===== src/rtl/core_seq_ctrl.sv =====
// Layer sequencer for core_top: walks ocg/row/col/cycle loops, issues buffer reads
// and emits per-pixel flush/bias/valid control delayed to meet the buffer read data.
module core_seq_ctrl #(
    parameter int AW     = 16,
    parameter int CW     = 10,
    parameter int DW_RC  = 9,
    parameter int GW     = 6,
    parameter int RD_LAT = 1
) (
    input  logic             CLK,
    input  logic             RST,
    input  logic             start,
    input  logic [CW-1:0]    cfg_n_cyc,
    input  logic [DW_RC-1:0] cfg_n_row,
    input  logic [DW_RC-1:0] cfg_n_col,
    input  logic [GW-1:0]    cfg_n_ocg,
    input  logic             stall,
    output logic             busy,
    output logic             done,
    output logic             rd_en,
    output logic [AW-1:0]    act_addr,
    output logic [AW-1:0]    wgt_addr,
    output logic             o_core_vld,
    output logic             o_flush,
    output logic             o_sel_bias,
    output logic [GW-1:0]    o_bias_idx,
    output logic [DW_RC-1:0] o_row,
    output logic [DW_RC-1:0] o_col
);

    typedef enum logic [1:0] {IDLE = 2'd0, RUN = 2'd1, DRAIN = 2'd2, DONE = 2'd3} state_t;

    localparam int PW = 3 + GW + 2 * DW_RC;
    localparam int DRN_INIT_I = (RD_LAT > 0) ? RD_LAT - 1 : 0;
    localparam logic [1:0] DRN_INIT = DRN_INIT_I[1:0];

    localparam logic [CW-1:0]    C_ZERO  = {CW{1'b0}};
    localparam logic [CW-1:0]    C_ONE   = {{(CW-1){1'b0}}, 1'b1};
    localparam logic [CW-1:0]    C_TWO   = {{(CW-2){1'b0}}, 2'b10};
    localparam logic [DW_RC-1:0] RC_ZERO = {DW_RC{1'b0}};
    localparam logic [DW_RC-1:0] RC_ONE  = {{(DW_RC-1){1'b0}}, 1'b1};
    localparam logic [GW-1:0]    G_ZERO  = {GW{1'b0}};
    localparam logic [GW-1:0]    G_ONE   = {{(GW-1){1'b0}}, 1'b1};
    localparam logic [AW-1:0]    A_ZERO  = {AW{1'b0}};
    localparam logic [AW-1:0]    A_ONE   = {{(AW-1){1'b0}}, 1'b1};

    state_t            state_r;
    logic [CW-1:0]     n_cyc_r, l_r;
    logic [DW_RC-1:0]  n_row_r, n_col_r, row_r, col_r;
    logic [GW-1:0]     n_ocg_r, ocg_r;
    logic [AW-1:0]     act_cnt_r, wgt_base_r, act_addr_r, wgt_addr_r;
    logic [1:0]        drn_r;
    logic              busy_r, done_r, rd_en_r;
    logic              iss_vld_r, iss_flush_r, iss_sel_r;
    logic [GW-1:0]     iss_ocg_r;
    logic [DW_RC-1:0]  iss_row_r, iss_col_r;

    logic              cfg_ok_s, last_l_s, last_col_s, last_row_s, last_ocg_s, last_issue_s;
    logic [CW-1:0]     nxt_l_s;
    logic [DW_RC-1:0]  nxt_row_s, nxt_col_s;
    logic [GW-1:0]     nxt_ocg_s;
    logic              ocg_adv_s, nxt_bias_s;
    logic [AW-1:0]     nxt_base_s, nxt_act_s;
    logic [PW-1:0]     iss_pk_s, out_pk_s;

    assign cfg_ok_s     = (cfg_n_cyc >= C_TWO) && (cfg_n_row != RC_ZERO) &&
                          (cfg_n_col != RC_ZERO) && (cfg_n_ocg != G_ZERO);
    assign last_l_s     = (l_r == n_cyc_r - C_ONE);
    assign last_col_s   = (col_r == n_col_r - RC_ONE);
    assign last_row_s   = (row_r == n_row_r - RC_ONE);
    assign last_ocg_s   = (ocg_r == n_ocg_r - G_ONE);
    assign last_issue_s = last_l_s && last_col_s && last_row_s && last_ocg_s;

    // Loop-nest successor of the issue currently held in the issue register.
    always_comb begin
        nxt_l_s   = l_r + C_ONE;
        nxt_col_s = col_r;
        nxt_row_s = row_r;
        nxt_ocg_s = ocg_r;
        ocg_adv_s = 1'b0;
        if (last_l_s) begin
            nxt_l_s = C_ZERO;
            if (last_col_s) begin
                nxt_col_s = RC_ZERO;
                if (last_row_s) begin
                    nxt_row_s = RC_ZERO;
                    nxt_ocg_s = ocg_r + G_ONE;
                    ocg_adv_s = 1'b1;
                end else begin
                    nxt_row_s = row_r + RC_ONE;
                end
            end else begin
                nxt_col_s = col_r + RC_ONE;
            end
        end else begin
            nxt_col_s = col_r;
        end
    end

    assign nxt_bias_s = (nxt_l_s == n_cyc_r - C_ONE);
    assign nxt_base_s = ocg_adv_s ? (wgt_base_r + AW'(n_cyc_r - C_ONE)) : wgt_base_r;
    assign nxt_act_s  = ocg_adv_s ? A_ZERO : act_cnt_r;

    // Sequencer FSM: loop counters, address generation and the issue register.
    always_ff @(posedge CLK or negedge RST) begin
        if (!RST) begin
            state_r     <= IDLE;
            n_cyc_r     <= C_ZERO;
            n_row_r     <= RC_ZERO;
            n_col_r     <= RC_ZERO;
            n_ocg_r     <= G_ZERO;
            l_r         <= C_ZERO;
            row_r       <= RC_ZERO;
            col_r       <= RC_ZERO;
            ocg_r       <= G_ZERO;
            act_cnt_r   <= A_ZERO;
            wgt_base_r  <= A_ZERO;
            act_addr_r  <= A_ZERO;
            wgt_addr_r  <= A_ZERO;
            drn_r       <= 2'd0;
            busy_r      <= 1'b0;
            done_r      <= 1'b0;
            rd_en_r     <= 1'b0;
            iss_vld_r   <= 1'b0;
            iss_flush_r <= 1'b0;
            iss_sel_r   <= 1'b0;
            iss_ocg_r   <= G_ZERO;
            iss_row_r   <= RC_ZERO;
            iss_col_r   <= RC_ZERO;
        end else begin
            rd_en_r     <= 1'b0;
            iss_vld_r   <= 1'b0;
            iss_flush_r <= 1'b0;
            iss_sel_r   <= 1'b0;
            done_r      <= 1'b0;
            case (state_r)
                IDLE: begin
                    busy_r <= start;
                    if (start) begin
                        n_cyc_r <= cfg_n_cyc;
                        n_row_r <= cfg_n_row;
                        n_col_r <= cfg_n_col;
                        n_ocg_r <= cfg_n_ocg;
                        if (cfg_ok_s) begin
                            state_r     <= RUN;
                            l_r         <= C_ZERO;
                            row_r       <= RC_ZERO;
                            col_r       <= RC_ZERO;
                            ocg_r       <= G_ZERO;
                            wgt_base_r  <= A_ZERO;
                            act_cnt_r   <= A_ONE;
                            act_addr_r  <= A_ZERO;
                            wgt_addr_r  <= A_ZERO;
                            rd_en_r     <= 1'b1;
                            iss_vld_r   <= 1'b1;
                            iss_flush_r <= 1'b1;
                            iss_ocg_r   <= G_ZERO;
                            iss_row_r   <= RC_ZERO;
                            iss_col_r   <= RC_ZERO;
                        end else begin
                            // Degenerate layer: one settle cycle, then the done pulse.
                            state_r <= DRAIN;
                            drn_r   <= 2'd0;
                        end
                    end
                end
                RUN: begin
                    if (last_issue_s) begin
                        if (RD_LAT == 0) begin
                            state_r <= DONE;
                            done_r  <= 1'b1;
                        end else begin
                            state_r <= DRAIN;
                            drn_r   <= DRN_INIT;
                        end
                    end else if (!stall) begin
                        l_r         <= nxt_l_s;
                        col_r       <= nxt_col_s;
                        row_r       <= nxt_row_s;
                        ocg_r       <= nxt_ocg_s;
                        wgt_base_r  <= nxt_base_s;
                        rd_en_r     <= ~nxt_bias_s;
                        iss_vld_r   <= 1'b1;
                        iss_flush_r <= (nxt_l_s == C_ZERO);
                        iss_sel_r   <= nxt_bias_s;
                        iss_ocg_r   <= nxt_ocg_s;
                        iss_row_r   <= nxt_row_s;
                        iss_col_r   <= nxt_col_s;
                        if (!nxt_bias_s) begin
                            act_addr_r <= nxt_act_s;
                            act_cnt_r  <= nxt_act_s + A_ONE;
                            wgt_addr_r <= nxt_base_s + AW'(nxt_l_s);
                        end
                    end
                end
                DRAIN: begin
                    if (drn_r == 2'd0) begin
                        state_r <= DONE;
                        done_r  <= 1'b1;
                    end else begin
                        drn_r <= drn_r - 2'd1;
                    end
                end
                DONE: begin
                    state_r <= IDLE;
                    busy_r  <= 1'b0;
                end
                default: begin
                    state_r <= IDLE;
                    busy_r  <= 1'b0;
                end
            endcase
        end
    end

    assign iss_pk_s = {iss_vld_r, iss_flush_r, iss_sel_r, iss_ocg_r, iss_row_r, iss_col_r};

    generate
        if (RD_LAT == 0) begin : g_nodly
            assign out_pk_s = iss_pk_s;
        end else begin : g_dly
            logic [PW-1:0] dly_r [RD_LAT];
            // Control delay line matching the buffer read latency.
            always_ff @(posedge CLK or negedge RST) begin
                if (!RST) begin
                    for (int i = 0; i < RD_LAT; i++) begin
                        dly_r[i] <= {PW{1'b0}};
                    end
                end else begin
                    dly_r[0] <= iss_pk_s;
                    for (int i = 1; i < RD_LAT; i++) begin
                        dly_r[i] <= dly_r[i-1];
                    end
                end
            end
            assign out_pk_s = dly_r[RD_LAT-1];
        end
    endgenerate

    assign busy     = busy_r;
    assign done     = done_r;
    assign rd_en    = rd_en_r;
    assign act_addr = act_addr_r;
    assign wgt_addr = wgt_addr_r;
    assign {o_core_vld, o_flush, o_sel_bias, o_bias_idx, o_row, o_col} = out_pk_s;

endmodule


===== config.mk =====
export PLATFORM = sky130hd
export DESIGN_NAME = core_seq_ctrl
export DESIGN_NICKNAME = d
export VERILOG_FILES = /design/src/rtl/core_seq_ctrl.sv
export SDC_FILE = /design/constraint.sdc
export NUM_CORES = 1
export LEC_CHECK = 0
export ABC_AREA = 0
export CORE_MARGIN = 8
export CORE_UTILIZATION = 61
export DETAILED_ROUTE_END_ITERATION = 12
export PLACE_DENSITY = 0.93
export SLEW_MARGIN = 20
export SYNTH_ARGS = -nofsm -noshare
export SYNTH_HDL_FRONTEND = slang
export SYNTH_SLANG_ARGS = --single-unit

===== constraint.sdc =====
create_clock -name CLK -period 10.41 [get_ports CLK]
set_clock_uncertainty 0.15 [all_clocks]
set_input_delay 2.082 -clock CLK [delete_from_list [all_inputs] [get_ports CLK]]
set_output_delay 2.082 -clock CLK [all_outputs]
set_load 0.03 [all_outputs]

==> results.tsv <==
metric	value	unit
status	finished clean	
synth_compound_area_frac	0.146	
synth-simple-area-share	0.197	
path_max_fanout	38	
required	10.60	ns
path_cells	inv_1 -> ha_1 -> or4b_1 -> nor3_1 -> a2111oi_0 -> nor3_1 -> nand4_2 -> or2_2 -> o21ai_0 -> ha_1 -> a21o_1 -> a21oi_1 -> o21ai_0 -> o41ai_1 -> o21ai_0 -> nor2_1 -> nor4_2 -> and3b_1 -> o31ai_1	
crit_top_cell	o21ai_0	
wl_met3	1520	µm
power_leakage	5.13	nW
port_buffers	99	
critical-path-slowest-cell	o41ai_1	
tns	0	ns
routed_wl	25900	µm
routed_via_density	6.30	
htreeDepth	4	
synth_xor_area_frac	0.0907	
worstMarginPinSlew	0.987	ns
synth_edf_count	0	
synth_top_family_by_area	simple AND/OR/NAND/NOR gates	
rows	46	
hpwlAfterDp	17800	µm
ir_worst_vdd	0.150	mV
slowest_delay	0.64	ns
drt-initial-drc-count	956	
grt_max_degree	87	
ys_ff_latch	169	
clock-sinks	169	
num_vias	8404	
drive_gt1_frac	0.0894	
drtPass1Iterations	5	
power_density	238	mW/mm²
synth-async-reset-ratio	1.00	
initial_core_util	0.625	
die_w	144	µm
drtAntennaViolNets	0	
cts_resized	0	
max_cap_viol_count	0	
dominantRegCellSynth	dfrtp_1	
antenna_found_initial	0	
core-area	0.0159	mm²
ctsHoldBuffers	0	
synthCells	1025	
end_kind	flop	
ys_types	80	
cts.path.max_buffers	2	
rsz0062_at_grt	false	
final_nets	1188	
period_needed	6.27	ns
syn_avg_cell_area	9.69	µm²
fmax	0.159	GHz
cts-root-buf	clkbuf_16	
slew_violations	0	
ys_warn_count	0	
top_layer_used	met4	
m1WireLength	10500	µm
antennaDiodeCount	0	
hold_path.class	reg2reg	
die_area	0.0206	mm²
fp.dieH	144	µm
synth_seq_area_share	0.426	
gp_congestion	0.952	
drc_errors	0	
crit_type	reg2reg	
slew_headroom	0.342	
ioPinCount	100	
dr_wl_met2	12900	µm
grtUsageTotal	0.260	
cts_setup_buffers	0	
insertion_delay	0.44	ns
critPathLaunchType	flop	
placed_area	0.0111	mm²
finalSetupViolCount	0	
fin_crit_sh	0.603	
post-route-util	0.735	
whs	0.211	ns
synth_nets	1106	
cts_tree	built	
muxShareOfSynthArea	0.0499	
layout_commonest_cell	dfrtp_1	
routedWlPerCell	19.4	µm
fin_area	0.0117	mm²
cts_buffers	17	
globalRouteOverflowTotal	0	
synth_area	0.00993	mm²
fillers	1052	
synthAdderAreaFrac	0.0557	
crit_arrival	6.47	ns
final_cell_mix	169 x dfrtp_1, 103 x nand2_1, 98 x clkdlybuf4s50_1	
path_clk_slew	0.06	ns
hold_viol	0	
syn_to_final_growth	17.5	%
grt_pass1_wl	42400	µm
grt_pass1_vias	8463	
==> critical path, delay by kind of cell (launching register included) <==
kind	cells	cell delay [ns]
AO/OA/AOI/OAI	8	2.14
adder cells (fa/ha/maj)	2	0.59
buffers and inverters	1	0.15
flip-flops	1	0.52
AND/OR/NAND/NOR	8	2.64
==> Yosys cell counts (3+ instances only) <==
library cell / count / share of area
mux2i_1: 9 / 0.0091
and3_1: 12 / 0.0076
xnor2_1: 57 / 0.050
dfrtp_1: 169 / 0.43
o22ai_1: 7 / 0.0044
a221o_1: 3 / 0.0030
ha_1: 41 / 0.052
mux2_2: 36 / 0.041
and2_1: 9 / 0.0057
and4_1: 5 / 0.0044
nand2b_1: 11 / 0.0069
inv_1: 40 / 0.015
nor4_1: 15 / 0.0094
o21ai_1: 7 / 0.0035
or2_2: 8 / 0.0050
buf_4: 3 / 0.0023
o31ai_1: 13 / 0.0098
o21bai_1: 5 / 0.0038
a21o_1: 8 / 0.0060
a31oi_1: 9 / 0.0057
o211ai_1: 4 / 0.0030
o21ai_0: 52 / 0.026
nand3_1: 34 / 0.017
buf_2: 11 / 0.0055
and3b_1: 3 / 0.0026
or4_1: 9 / 0.0068
a211oi_1: 5 / 0.0038
nor2b_1: 19 / 0.012
nand2_1: 103 / 0.039
a21oi_1: 20 / 0.010
nor2_1: 79 / 0.030
or3_1: 11 / 0.0069
nor3_1: 31 / 0.016
a211o_1: 4 / 0.0035
a22o_1: 32 / 0.028
clkbuf_1: 26 / 0.0098
xor2_1: 38 / 0.034
o41ai_1: 8 / 0.0071
nand4_1: 10 / 0.0063
nand4b_1: 3 / 0.0026
==> layout make-up <==
class	count	area [µm²]	share of cell area
flip-flops and latches	169	4230	0.362
clock inverters	11	159	0.0136
inverters	41	154	0.0132
well taps	216	270	0.0232
clock buffers	20	457	0.0391
multi-input cells	772	5360	0.459
repair buffers	106	1050	0.0898
==> where the power goes <==
part / switching, mW / internal, mW
combinational: 0.694 / 0.459
clock: 0.271 / 0.394
sequential: 0.174 / 0.781
==> per-stage QoR <==
stage          std cells  worst slack [ns]  total power [mW]
5_1_grt             1335              3.58              2.92
6_report            1335              4.14              2.77
3_3_place_gp        1304              4.67              2.01
4_1_cts             1335              4.24              2.76
2_1_floorplan       1025              4.86              1.76
3_5_place_dp        1304              4.30              2.07
==> per-layer routing <==
layer | vias to the layer above | track usage
li1 | 3843 | -
met1 | 4092 | 0.318
met2 | 385 | 0.436
met3 | 84 | 0.0425
met4 | 0 | 0.138
met5 | - | 0
==> state kept, by name, indices dropped and copies added, names as in the netlist, 2 cells and up <==
register and count:
wgt_base_r 16, n_col_r 9, n_cyc_r 10, drn_r 2
l_r 10, n_ocg_r 6, iss_row_r 9, act_addr 16
wgt_addr 16, iss_ocg_r 6, iss_col_r 9, n_row_r 9
state_r 2, act_cnt_r 16, g_dly.dly_r 27
==> cell families (layout without fill, tap and decap cells) <==
kind of cell / count (synthesis) / count (layout)
AOI/OAI and AO/OA: 205 / 205
xor gates and xnor gates: 98 / 98
adders and majority gates: 43 / 43
buffers and inverters: 84 / 178
DFF: 169 / 169
muxes: 45 / 45
and+or+nand+nor: 381 / 381
==> path summary, 6_finish.rpt <==
kind	endpoint	slack (ns)	from	cells after the start
worst max-delay path	wgt_addr[15]	4.14	n_cyc_r[0]	19
worst max register to register	wgt_addr[15]	4.14	n_cyc_r[0]	19
min in group asynchronous	n_col_r[6]	1.55	RST	1
worst min register to register	g_dly.dly_r[24]	0.21	iss_sel_r	0
max in group asynchronous	act_cnt_r[6]	7.37	RST	2
worst min-delay path	g_dly.dly_r[24]	0.21	iss_sel_r	0
Note: power is estimated with default switching activity, not from simulation.
